`src/rtl/add3_pkg.sv`:
```
// Shared definitions for the three-operand adder: op encodings (also used by
// microcode decode), parameter legality checks and the pipeline split point.
package add3_pkg;

  localparam logic [1:0] OP_ADD01 = 2'b00;  // I0 + I1 + CI
  localparam logic [1:0] OP_SUB01 = 2'b01;  // I0 + ~I1 + CI (CI=1 -> no borrow)
  localparam logic [1:0] OP_ADD02 = 2'b10;  // I0 + I2 + CI
  localparam logic [1:0] OP_ADD12 = 2'b11;  // I1 + I2 + CI

  function automatic bit latency_ok(input int lat);
    return (lat == 1) || (lat == 2);
  endfunction

  function automatic bit width_ok(input int w);
    return (w >= 4) && (w <= 32) && ((w % 4) == 0);
  endfunction

  // Bit position where the two-stage carry chain is cut: half the width,
  // rounded down to a whole 4-bit slice (0 for WIDTH=4, i.e. no low half).
  function automatic int split_point(input int w);
    return ((w / 2) / 4) * 4;
  endfunction

endpackage

```
`src/rtl/add4_slice.sv`:
```
// One 4-bit carry-chain slice: per-bit propagate/generate feeding a ripple
// carry, shaped to map onto four LUT6_2 cells and one CARRY4.
module add4_slice (
  input  logic [3:0] a_i,
  input  logic [3:0] b_i,
  input  logic       ci_i,
  output logic [3:0] s_o,
  output logic       co_o
);

  logic [3:0] p;
  logic [3:0] g;
  logic [4:0] c;

  assign p    = a_i ^ b_i;
  assign g    = a_i & b_i;
  assign c[0] = ci_i;

  for (genvar i = 0; i < 4; i++) begin : g_bit
    assign c[i+1] = g[i] | (p[i] & c[i]);
  end

  assign s_o  = p ^ c[3:0];
  assign co_o = c[4];

endmodule

```
`src/rtl/add3_pipe.sv`:
```
// Pipelined three-operand adder/subtractor with carry, overflow, zero and
// negative flags. LATENCY=1 registers the whole sum; LATENCY=2 cuts the carry
// chain at split_point(WIDTH) and finishes the high half in a second stage.
module add3_pipe
  import add3_pkg::*;
#(
  parameter int WIDTH   = 8,
  parameter int LATENCY = 1
) (
  input  logic             clk,
  input  logic             RST,
  input  logic             RDY,
  input  logic             in_valid,
  input  logic             CI,
  input  logic [WIDTH-1:0] I0,
  input  logic [WIDTH-1:0] I1,
  input  logic [WIDTH-1:0] I2,
  input  logic [1:0]       op,
  output logic [WIDTH-1:0] O,
  output logic             CO,
  output logic             V,
  output logic             Z,
  output logic             N,
  output logic             out_valid
);

  localparam int NS = WIDTH / 4;

  if (!latency_ok(LATENCY) || !width_ok(WIDTH)) begin : g_bad_param
    $error("add3_pipe: illegal WIDTH/LATENCY parameter");
  end

  // Operand routing; b_s is the raw second addend, inverted later for SUB.
  logic [WIDTH-1:0] a_s;
  logic [WIDTH-1:0] b_s;
  logic             inv_s;

  // Select the two addends from the three operands by op.
  always_comb begin
    a_s   = I0;
    b_s   = I1;
    inv_s = 1'b0;
    case (op)
      OP_ADD01: ;
      OP_SUB01: inv_s = 1'b1;
      OP_ADD02: b_s   = I2;
      default: begin
        a_s = I1;
        b_s = I2;
      end
    endcase
  end

  // Next values of the output stage, produced by the latency-specific datapath.
  logic [WIDTH-1:0] o_d;
  logic             co_d;
  logic             a_msb_d;
  logic             b_msb_d;
  logic             z_d;
  logic             vld_d;
  logic             v_d;

  assign v_d = (a_msb_d == b_msb_d) && (o_d[WIDTH-1] != a_msb_d);

  if (LATENCY == 1) begin : g_lat1
    // ---- stage 0 -> output: full carry chain in one cycle
    logic [WIDTH-1:0] b_e;
    logic [NS:0]      c;

    assign b_e  = inv_s ? ~b_s : b_s;
    assign c[0] = CI;

    for (genvar k = 0; k < NS; k++) begin : g_slice
      add4_slice u_slice (
        .a_i  (a_s[4*k +: 4]),
        .b_i  (b_e[4*k +: 4]),
        .ci_i (c[k]),
        .s_o  (o_d[4*k +: 4]),
        .co_o (c[k+1])
      );
    end

    assign co_d    = c[NS];
    assign a_msb_d = a_s[WIDTH-1];
    assign b_msb_d = b_e[WIDTH-1];
    assign z_d     = (o_d == '0);
    assign vld_d   = in_valid;
  end else begin : g_lat2
    localparam int SPLIT = split_point(WIDTH);
    localparam int NLO   = SPLIT / 4;
    localparam int NHI   = NS - NLO;

    logic                   c_lo;
    logic                   z_lo;
    logic [WIDTH-1:SPLIT]   a_hi_p1_q;
    logic [WIDTH-1:SPLIT]   b_hi_p1_q;
    logic [1:0]             op_p1_q;
    logic                   c_p1_q;
    logic                   zlo_p1_q;
    logic                   vld_p1_q;

    // ---- stage 0 -> stage 1: low half of the carry chain
    if (SPLIT > 0) begin : g_lo
      logic [SPLIT-1:0] b_lo_e;
      logic [SPLIT-1:0] sum_lo;
      logic [SPLIT-1:0] sum_lo_p1_q;
      logic [NLO:0]     cl;

      assign b_lo_e = inv_s ? ~b_s[SPLIT-1:0] : b_s[SPLIT-1:0];
      assign cl[0]  = CI;

      for (genvar k = 0; k < NLO; k++) begin : g_slice
        add4_slice u_slice (
          .a_i  (a_s[4*k +: 4]),
          .b_i  (b_lo_e[4*k +: 4]),
          .ci_i (cl[k]),
          .s_o  (sum_lo[4*k +: 4]),
          .co_o (cl[k+1])
        );
      end

      assign c_lo = cl[NLO];
      assign z_lo = (sum_lo == '0);

      // Low-half sum register, advanced with the rest of stage 1.
      always_ff @(posedge clk or posedge RST) begin
        if (RST)      sum_lo_p1_q <= '0;
        else if (RDY) sum_lo_p1_q <= sum_lo;
      end

      assign o_d[SPLIT-1:0] = sum_lo_p1_q;
    end else begin : g_nolo
      assign c_lo = CI;
      assign z_lo = 1'b1;
    end

    // Stage-1 register: high operands (raw), op, low carry, low zero, valid.
    always_ff @(posedge clk or posedge RST) begin
      if (RST) begin
        a_hi_p1_q <= '0;
        b_hi_p1_q <= '0;
        op_p1_q   <= OP_ADD01;
        c_p1_q    <= 1'b0;
        zlo_p1_q  <= 1'b0;
        vld_p1_q  <= 1'b0;
      end else if (RDY) begin
        a_hi_p1_q <= a_s[WIDTH-1:SPLIT];
        b_hi_p1_q <= b_s[WIDTH-1:SPLIT];
        op_p1_q   <= op;
        c_p1_q    <= c_lo;
        zlo_p1_q  <= z_lo;
        vld_p1_q  <= in_valid;
      end
    end

    // ---- stage 1 -> output: high half from the registered carry
    logic [WIDTH-1:SPLIT] b_hi_e;
    logic [NHI:0]         ch;

    assign b_hi_e = (op_p1_q == OP_SUB01) ? ~b_hi_p1_q : b_hi_p1_q;
    assign ch[0]  = c_p1_q;

    for (genvar k = 0; k < NHI; k++) begin : g_slice_hi
      add4_slice u_slice (
        .a_i  (a_hi_p1_q[SPLIT+4*k +: 4]),
        .b_i  (b_hi_e[SPLIT+4*k +: 4]),
        .ci_i (ch[k]),
        .s_o  (o_d[SPLIT+4*k +: 4]),
        .co_o (ch[k+1])
      );
    end

    assign co_d    = ch[NHI];
    assign a_msb_d = a_hi_p1_q[WIDTH-1];
    assign b_msb_d = b_hi_e[WIDTH-1];
    assign z_d     = zlo_p1_q && (o_d[WIDTH-1:SPLIT] == '0);
    assign vld_d   = vld_p1_q;
  end

  logic [WIDTH-1:0] o_q;
  logic             co_q;
  logic             v_q;
  logic             z_q;
  logic             n_q;
  logic             vld_q;

  // Output register: result and flags, held while RDY is low.
  always_ff @(posedge clk or posedge RST) begin
    if (RST) begin
      o_q   <= '0;
      co_q  <= 1'b0;
      v_q   <= 1'b0;
      z_q   <= 1'b1;
      n_q   <= 1'b0;
      vld_q <= 1'b0;
    end else if (RDY) begin
      o_q   <= o_d;
      co_q  <= co_d;
      v_q   <= v_d;
      z_q   <= z_d;
      n_q   <= o_d[WIDTH-1];
      vld_q <= vld_d;
    end
  end

  assign O         = o_q;
  assign CO        = co_q;
  assign V         = v_q;
  assign Z         = z_q;
  assign N         = n_q;
  assign out_valid = vld_q;

endmodule

```
`config.mk`:
```
export PLATFORM = sky130hd
export DESIGN_NAME = add3_pipe
export DESIGN_NICKNAME = d
export VERILOG_FILES = /design/src/rtl/add3_pkg.sv /design/src/rtl/add4_slice.sv /design/src/rtl/add3_pipe.sv
export SDC_FILE = /design/constraint.sdc
export NUM_CORES = 1
export LEC_CHECK = 0
export CORE_ASPECT_RATIO = 1.1
export CORE_MARGIN = 2
export CORE_UTILIZATION = 44
export DETAILED_ROUTE_END_ITERATION = 8
export PLACE_DENSITY = 0.92
export SETUP_SLACK_MARGIN = 0.5
export SLEW_MARGIN = 40
export SYNTH_ARGS = -nofsm -noshare
export SYNTH_HDL_FRONTEND = slang
export SYNTH_SLANG_ARGS = --single-unit
export TNS_END_PERCENT = 20
```
`constraint.sdc`:
```
create_clock -name clk -period 1.5 [get_ports clk]
set_input_delay 0.3 -clock clk [delete_from_list [all_inputs] [get_ports clk]]
set_output_delay 0.3 -clock clk [all_outputs]
set_load 0.01 [all_outputs]
```
==> out/results.tsv, run 1 <==
metric	value	unit
Leakage	0.7951	nW
final wirelength	3118	um
CP max FO	3	
Slew HR	69.15	%
initial antenna violation count	0	
switch share	36.74	%
vias per cell	5.066	
final worst slack	-2405	ps
internal power	1.000	mW
vias in the first global route	974	
flop2flop setup slack	620	ps
CTS root buf	clkbuf_4	
unrepaired setup endpoints after global routing	yes	
Port Buffers	43	
starting density of the core	47.79	%
start point of the critical path	I0[1]	
status	finished, violations left	
clock power share	13.7	%
first-pass GRT wire length	4471	um
total grt overflow	0	
final setup vio count	10	
largest cells by area after synthesis	dfrtp_1 (28%), fa_1 (16%), mux2i_1 (11%)	
Max Cap Viol	0	
htree depth	1	
drt first pass iters	4	
depth of the most critical reg-to-reg path	2	
Total Routing Usage GR	23.54	%
RR Startpoint	V	
via count	922	
fin cells	182	
Core ar.	0.002042	mm^2
Chip Height	53.40	um
Comb pwr share	56.2	%
Worst EP arrival	4070	ps
#FFs+latches synth	12	
Hold-fix buffers, CTS	0	
Worst Setup Start Kind	input pin	
post-synth top area share	28.21	%
sw power	0.5810	mW
Die Area	0.002611	mm^2
Worst Setup EP	V	
average wire per standard cell	17.13	um
syn_nets	129	
worst min path class	in -> async	
final hold violations	0	
CTS clk-pin slew, worst paths	80	ps
syn_area_per_cell	10.97	um^2
synth unique cells	25	
Least-Margin Pin Slew	462.3	ps
Slew Limit Fails	0	
fmax	0.2561	GHz
CP endpoint kind	register	
yosys warns	0	
DR iter-0 viols	20	
sequential area share after synthesis	30.90	%
Peak VDD IR	0.6432	mV
clk sink count	12	
Mapped Cells	89	
routability cong.	0.7656	
I/O Pins	44	
total CTS buffers	3	
site row count	17	
kind of critical path	in -> reg	
post-layout min period	3905	ps
Synth area leader	dfrtp_1	
fraction of the cycle the final worst path needs	260.3	%
Sequential Power Share	30.1	%
clock buffer depth	2	
FF-to-FF End	V	
post-synthesis cell area	975.9	um^2
failing checks	setup timing	
Setup Skew	0	ps
largest net degree at the start of global routing	13	
share of layout cells above drive strength 1	45.45	%
P&R area growth vs syn	76.41	%
placed insts	169	
antenna cells	0	
Clock Latency Late Sink	270	ps
chip width	48.91	um
nets@finish	195	
CTS tree	built	
DRC	0	
total power	1.581	mW
Routed Antenna Nets	0	
CP required	1660	ps
DPL Wire Length	2037	um
Power Dens Cells	918.4	mW/mm^2
## worst max-delay path: stages
cell and delay (ps):
clkdlybuf4s50_1 520, mux2i_2 110, fa_2 420, fa_2 390
fa_2 350, fa_2 340, fa_2 340, fa_2 340
inv_2 70, fa_2 460, nand2_2 120, a2111oi_4 50
a211o_1 230
## worst min-delay path by stage
stage | startpoint | end | slack [ps] | cells after the start
detailed placement | out_valid | out_valid | 500 | 1
finish | RST | O[1] | 330 | 2
CTS | RST | O[4] | 340 | 2
floorplan | RST | CO | 160 | 1
global placement | out_valid | out_valid | 490 | 1
global route | RST | O[7] | 380 | 2
## metrics by stage
step                hold slack [ps]  utilization [%]  area (um^2)  setup WS, ps  setup TNS, ps
global placement              490.4            75.98         1551         -3036         -21520
CTS                           339.7            79.53         1624         -2447         -14850
finish                        325.5            84.31         1722         -2405         -14950
global route                  376.4            84.31         1722         -2475         -15380
detailed placement            495.7            75.98         1551         -3157         -22490
floorplan                     164.0                -         1035         -2489         -15530
## state kept, by name (all words and copies together), names as in the netlist
| register | cells |
|---|---|
| out_valid | 1 |
| V | 1 |
| Z | 1 |
| O | 8 |
| CO | 1 |
## power groups by stage
stage / Sequential [mW] / Clock [mW] / Combinational, mW
2_1_floorplan: 0.505 / 0 / 0.330
3_3_place_gp: 0.462 / 0 / 0.716
3_5_place_dp: 0.471 / 0 / 0.751
4_1_cts: 0.463 / 0.211 / 0.778
5_1_grt: 0.487 / 0.236 / 0.945
6_report: 0.476 / 0.217 / 0.888
## synth_stat cells, drive strengths merged
library cell / number
buf: 4
xnor2: 8
a211o: 1
mux2: 5
a2111oi: 1
and3: 1
fa: 8
nor2: 7
ha: 1
nand4: 1
dfstp: 1
clkbuf: 1
nand2: 5
dfrtp: 11
nor2b: 1
o21ai: 3
a21o: 1
inv: 9
mux2i: 11
nor4: 1
nor3b: 1
a21oi: 7
## final cells by class
cell class	count	area, um^2
flip-flops and latches	12	301.5
inverters	9	33.78
fillers	116	320.3
repair buffers	66	621.8
well taps	28	35.03
clock buffers	4	26.28
multi-input cells	63	703.2
## repair_timing
action | 4_1_cts | 5_1_grt
pin swaps | 14 | 9
resized for setup | 91 | 11
buffers inserted | 5 | 4
endpoints found under the setup margin | 25 | 24
gates cloned | 0 | 0
## cells by family (layout without fill, tap and decap cells)
logic type | count (synthesis) | after routing | share of synthesized area (%)
flip-flops | 12 | 12 | 30.90
buffers and inverters | 14 | 79 | 7.435
XOR/XNOR | 8 | 8 | 7.180
adder cells (fa/ha/maj) | 9 | 9 | 17.69
AO/OA/AOI/OAI | 13 | 13 | 9.615
AND/OR/NAND/NOR | 17 | 17 | 10.13
multiplexers | 16 | 16 | 17.05
## metal layers
| layer | up-vias | global-route usage, % | wire [um] |
|---|---|---|---|
| met4 | 0 | 11.43 | 48 |
| met5 | - | 0 | 0 |
| li1 | 429 | - | - |
| met1 | 444 | 25.44 | 1198 |
| met3 | 6 | 3.390 | 139 |
| met2 | 43 | 45.43 | 1732 |
## layout by cell type, fill, tap and decap left out, drive strengths merged
cell type      count
buf               39
clkdlybuf4s50     22
dfrtp             11
mux2i             11
inv                9
fa                 8
xnor2              8
nor2               7
a21oi              7
dlygate4sd2        5
nand2              5
mux2               5
clkbuf             4
o21ai              3
dfstp              1
nand4              1
nor4               1
and3               1
a21o               1
nor3b              1
a2111oi            1
nor2b              1
a211o              1
ha                 1
(Power assumes the default switching activity.)
==> inputs of run 2 (changes only) <==
PLACE_DENSITY = 0.8   (was 0.92)
==> run 2 against run 1 <==
  * The run still ends with setup timing left
  * Utilization is 6.9 points lower
  * Count of clock-buffer cells in the layout stayed put
  * Routed wire length is 19% lower
  * Die area stayed put
  * Non-clock buffer count is 8 lower
  * Critical path type unchanged
  * Largest cell class unchanged
==> out/results.tsv, run 2 (synthesis gave the netlist of run 1 again) <==
metric	value	unit
Port Buffers	43	
most frequent CP cell	fa_2	
fraction of the cycle the final worst path needs	260.0	%
Die Area	0.002611	mm^2
average wire per standard cell	14.59	um
htree depth	1	
nets@finish	187	
post-layout min period	3900	ps
Hold-fix buffers, CTS	0	
total grt overflow	0	
drt first pass iters	4	
CP required	1670	ps
starting density of the core	47.79	%
Worst Setup Start Kind	input pin	
most common cell after layout, fill and taps aside	clkdlybuf4s50_1	
cell depth of the worst setup path	18	
depth of the most critical reg-to-reg path	2	
chip width	48.91	um
Chip Height	53.40	um
Finished Core Util	77.39	%
fill count	136	
Worst path slowest cell	fa_2	
Worst Setup EP	V	
final worst slack	-2400	ps
via count	839	
critical-path cell list	buf_6, buf_8, buf_12, nand2_8, mux2_4, fa_2, inv_2, fa_2, fa_2, fa_2, fa_2, fa_2, fa_2, inv_2, fa_2, nand2_2, a2111oi_4, a211o_1	
CP max FO	3	
CP endpoint kind	register	
routability cong.	0.7936	
antenna cells	0	
CTS root buf	clkbuf_4	
status	finished, violations left	
first-pass GRT wire length	4326	um
Power Dens Cells	878.8	mW/mm^2
fmax	0.2564	GHz
vias per cell	4.822	
vias in the first global route	904	
Routed Antenna Nets	0	
DRC	0	
Leakage	0.7367	nW
start point of the critical path	op[0]	
DR iter-0 viols	8	
Peak VDD IR	0.5662	mV
FF-to-FF End	V	
Slew HR	68.50	%
P&R area growth vs syn	61.92	%
flop2flop setup slack	640	ps
Max Cap Viol	0	
RR Startpoint	V	
CTS clk-pin slew, worst paths	80	ps
initial antenna violation count	0	
failing checks	setup timing	
unrepaired setup endpoints after global routing	yes	
final hold violations	0	
clock buffer depth	2	
CTS tree	built	
max reg flops	8	
kind of critical path	in -> reg	
worst min path class	in -> async	
Core ar.	0.002042	mm^2
Clock Latency Late Sink	290	ps
Slew Limit Fails	0	
fin area	0.001580	mm^2
Placed Area	0.001524	mm^2
Worst EP arrival	4070	ps
most frequent cells in the layout	clkdlybuf4s50_1 (23), buf_2 (12), dfrtp_1 (11), mux2i_1 (11), buf_4 (11)	
Least-Margin Pin Slew	471.9	ps
final wirelength	2538	um
DPL Wire Length	1959	um
site row count	17	
Setup Skew	0	ps
CP top delay family	adder cells	
clk sink count	12	
final setup vio count	11	
I/O Pins	44	
CP bufs+invs	5	
share of layout cells above drive strength 1	40.41	%
crit-path max cell delay	450	ps
total CTS buffers	3	
largest net degree at the start of global routing	13	
Total Routing Usage GR	23.15	%
[run 2: cell types whose count changed in the layout (fill, tap and decap cells not counted), moves of 2 or more]
cell,before,now
buf_8,0,2
buf_12,3,1
buf_2,10,12
buf_6,14,4
dlygate4sd2_1,5,3
[run 2: timing repair]
| item | in CTS | in global routing |
|---|---|---|
| setup endpoints to repair | 25 | 24 |
| pin swaps | 15 | 12 |
| buffers inserted | 3 | 0 |
| gates resized for setup | 74 | 7 |
[run 2: per-stage QoR]
| stage | hold slack, ps | setup slack [ps] | total power, mW | instances | setup TNS [ps] |
|---|---|---|---|---|---|
| floorplan | 164.0 | -2489 | 0.8349 | 89 | -15530 |
| global placement | 490.2 | -3006 | 1.162 | 167 | -21020 |
| detailed placement | 506.6 | -3054 | 1.196 | 167 | -21540 |
| CTS | 323.9 | -2526 | 1.363 | 174 | -15370 |
| global route | 363.9 | -2486 | 1.491 | 174 | -15210 |
| finish | 313.0 | -2400 | 1.389 | 174 | -14550 |
[run 2: layer usage]
layer  track usage (%)  routed length [um]
met1             23.45                 977
met2             45.43                1406
met3             3.955                 103
met4             12.86                  51
met5                 0                   0
[run 2: layout make-up]
cell class	count	area (um^2)	share of cell area [%]
Inverter	9	33.78	2.138
Timing Repair Buffer	58	511.7	32.38
Sequential cell	12	301.5	19.08
Clock buffer	4	26.28	1.663
Multi-Input combinational cell	63	671.9	42.52
Tap cell	28	35.03	2.217
[run 2: where the power goes]
| part | total (mW) | internal [mW] | switching [mW] |
|---|---|---|---|
| clock | 0.222 | 0.103 | 0.118 |
| sequential | 0.460 | 0.412 | 0.0480 |
| combinational | 0.707 | 0.372 | 0.335 |
[run 2: worst min-delay path by stage]
stage | start | to | slack [ps]
3_3_place_gp | CO | CO | 490
6_report | RST | CO | 310
5_1_grt | RST | CO | 360
4_1_cts | RST | CO | 320
3_5_place_dp | O[0] | O[0] | 510
2_1_floorplan | RST | CO | 160
==> inputs of run 3 (changes only) <==
RECOVER_POWER = 25   (was default)
==> run 3 against run 2 <==
  * Via count unchanged
  * Critical endpoint unchanged
  * Routed wire length unchanged
  * The flow still finishes with violations (setup timing)
  * Critical path depth unchanged
  * Clock power about the same
  * Design area unchanged
  * Sequential share of layout area unchanged
  * Maximum frequency unchanged
==> out/results.tsv, run 3 (synthesis gave the netlist of run 1 again) <==
metric	value	unit
status	finished, violations left	
failing checks	setup timing	
final setup vio count	11	
nets@finish	187	
final hold violations	0	
CP required	1670	ps
vias in the first global route	904	
starting density of the core	47.79	%
worst min path class	in -> async	
htree depth	1	
most frequent cells in the layout	clkdlybuf4s50_1 (22), buf_2 (12), dfrtp_1 (11), mux2i_1 (11), buf_4 (11)	
Worst Setup Start Kind	input pin	
CTS root buf	clkbuf_4	
DPL Wire Length	1959	um
average wire per standard cell	14.59	um
I/O Pins	44	
Slew Limit Fails	0	
depth of the most critical reg-to-reg path	2	
flop2flop setup slack	640	ps
placed insts	167	
Total Routing Usage GR	23.15	%
Max Cap Viol	0	
Chip Height	53.40	um
Worst EP arrival	4070	ps
clk sink count	12	
first-pass GRT wire length	4326	um
kind of critical path	in -> reg	
routability cong.	0.7936	
Die Area	0.002611	mm^2
final wirelength	2538	um
largest net degree at the start of global routing	13	
DR iter-0 viols	8	
Port Buffers	43	
most common cell after layout, fill and taps aside	clkdlybuf4s50_1	
CTS clk-pin slew, worst paths	80	ps
total power	1.388	mW
max reg flops	8	
CP endpoint kind	register	
Core ar.	0.002042	mm^2
fmax	0.2564	GHz
unrepaired setup endpoints after global routing	yes	
antenna cells	0	
DRC	0	
clock buffer depth	2	
fraction of the cycle the final worst path needs	260.0	%
Routed Antenna Nets	0	
Peak VDD IR	0.5660	mV
vias per cell	4.822	
drt first pass iters	4	
Slew HR	68.53	%
total CTS buffers	3	
fin cells	174	
CTS tree	built	
Clock Latency Late Sink	290	ps
Least-Margin Pin Slew	471.5	ps
Setup Skew	0	ps
fill count	136	
post-layout min period	3900	ps
site row count	17	
initial antenna violation count	0	
chip width	48.91	um
via count	839	
Power Dens Cells	878.5	mW/mm^2
P&R area growth vs syn	61.92	%
share of layout cells above drive strength 1	40.41	%
final worst slack	-2400	ps
total grt overflow	0	
Leakage	0.7370	nW
CP max FO	3	
run 3: cell types whose count changed in the layout (fill, tap and decap cells not counted), sizes merged:
cell,delta
clkdlybuf4s50,-1
dlygate4sd3,+1
run 3: final cells by class:
cell class                 instances  area [um^2]  share of cell area, %
inverter                           9        33.78                  2.138
multi-input combinational         63        671.9                  42.52
clock buffer                       4        26.28                  1.663
tap                               28        35.03                  2.217
timing repair buffer              58        511.7                  32.38
sequential                        12        301.5                  19.08
run 3: worst paths after layout:
check                      startpoint   end
min                               RST    CO
max in group asynchronous         RST     Z
min in group clk                  RDY  O[7]
max reg2reg                         V     V
min reg2reg                      O[2]  O[2]
max                             op[0]     V
run 3: critical path, stage by stage:
cell and delay [ps]:
buf_6 90, buf_8 130, buf_12 120, nand2_8 50
mux2_4 150, fa_2 190, inv_2 40, fa_2 340
fa_2 360, fa_2 340, fa_2 350, fa_2 350
fa_2 340, inv_2 70, fa_2 450, nand2_2 110
a2111oi_4 50, a211o_1 220
run 3: power breakdown:
group          switching, mW  leakage [nW]  total, mW  internal [mW]
Combinational          0.335         0.582      0.707          0.372
Sequential            0.0480         0.140      0.460          0.412
Clock                  0.118        0.0150      0.222          0.103
run 3: what timing repair did:
| action | 4_1_cts | 5_1_grt |
|---|---|---|
| setup endpoints to repair | 25 | 24 |
| setup buffers | 3 | 0 |
| gates resized for setup | 74 | 7 |
| pin swaps | 15 | 12 |
| hold buffers | 0 | 0 |
run 3: metrics by stage:
step	TNS (ps)	worst slack [ps]	hold WS, ps	instance area (um^2)	util, %
6_report	-14550	-2400	450.4	1580	77.39
5_1_grt	-15210	-2486	488.0	1580	77.39
4_1_cts	-15370	-2526	323.9	1559	76.35
3_5_place_dp	-21540	-3054	506.6	1524	74.63
3_3_place_gp	-21020	-3006	490.2	1524	74.63
2_1_floorplan	-15530	-2489	164.0	1035	-
run 3: per-layer routing:
layer  share of wire (%)  vias up  GRT usage (%)
li1                    -      410              -
met1                  38      396          23.45
met2                  55       28          45.43
met3                 4.1        5          3.955
met4                 2.0        0          12.86
met5                   0        -              0
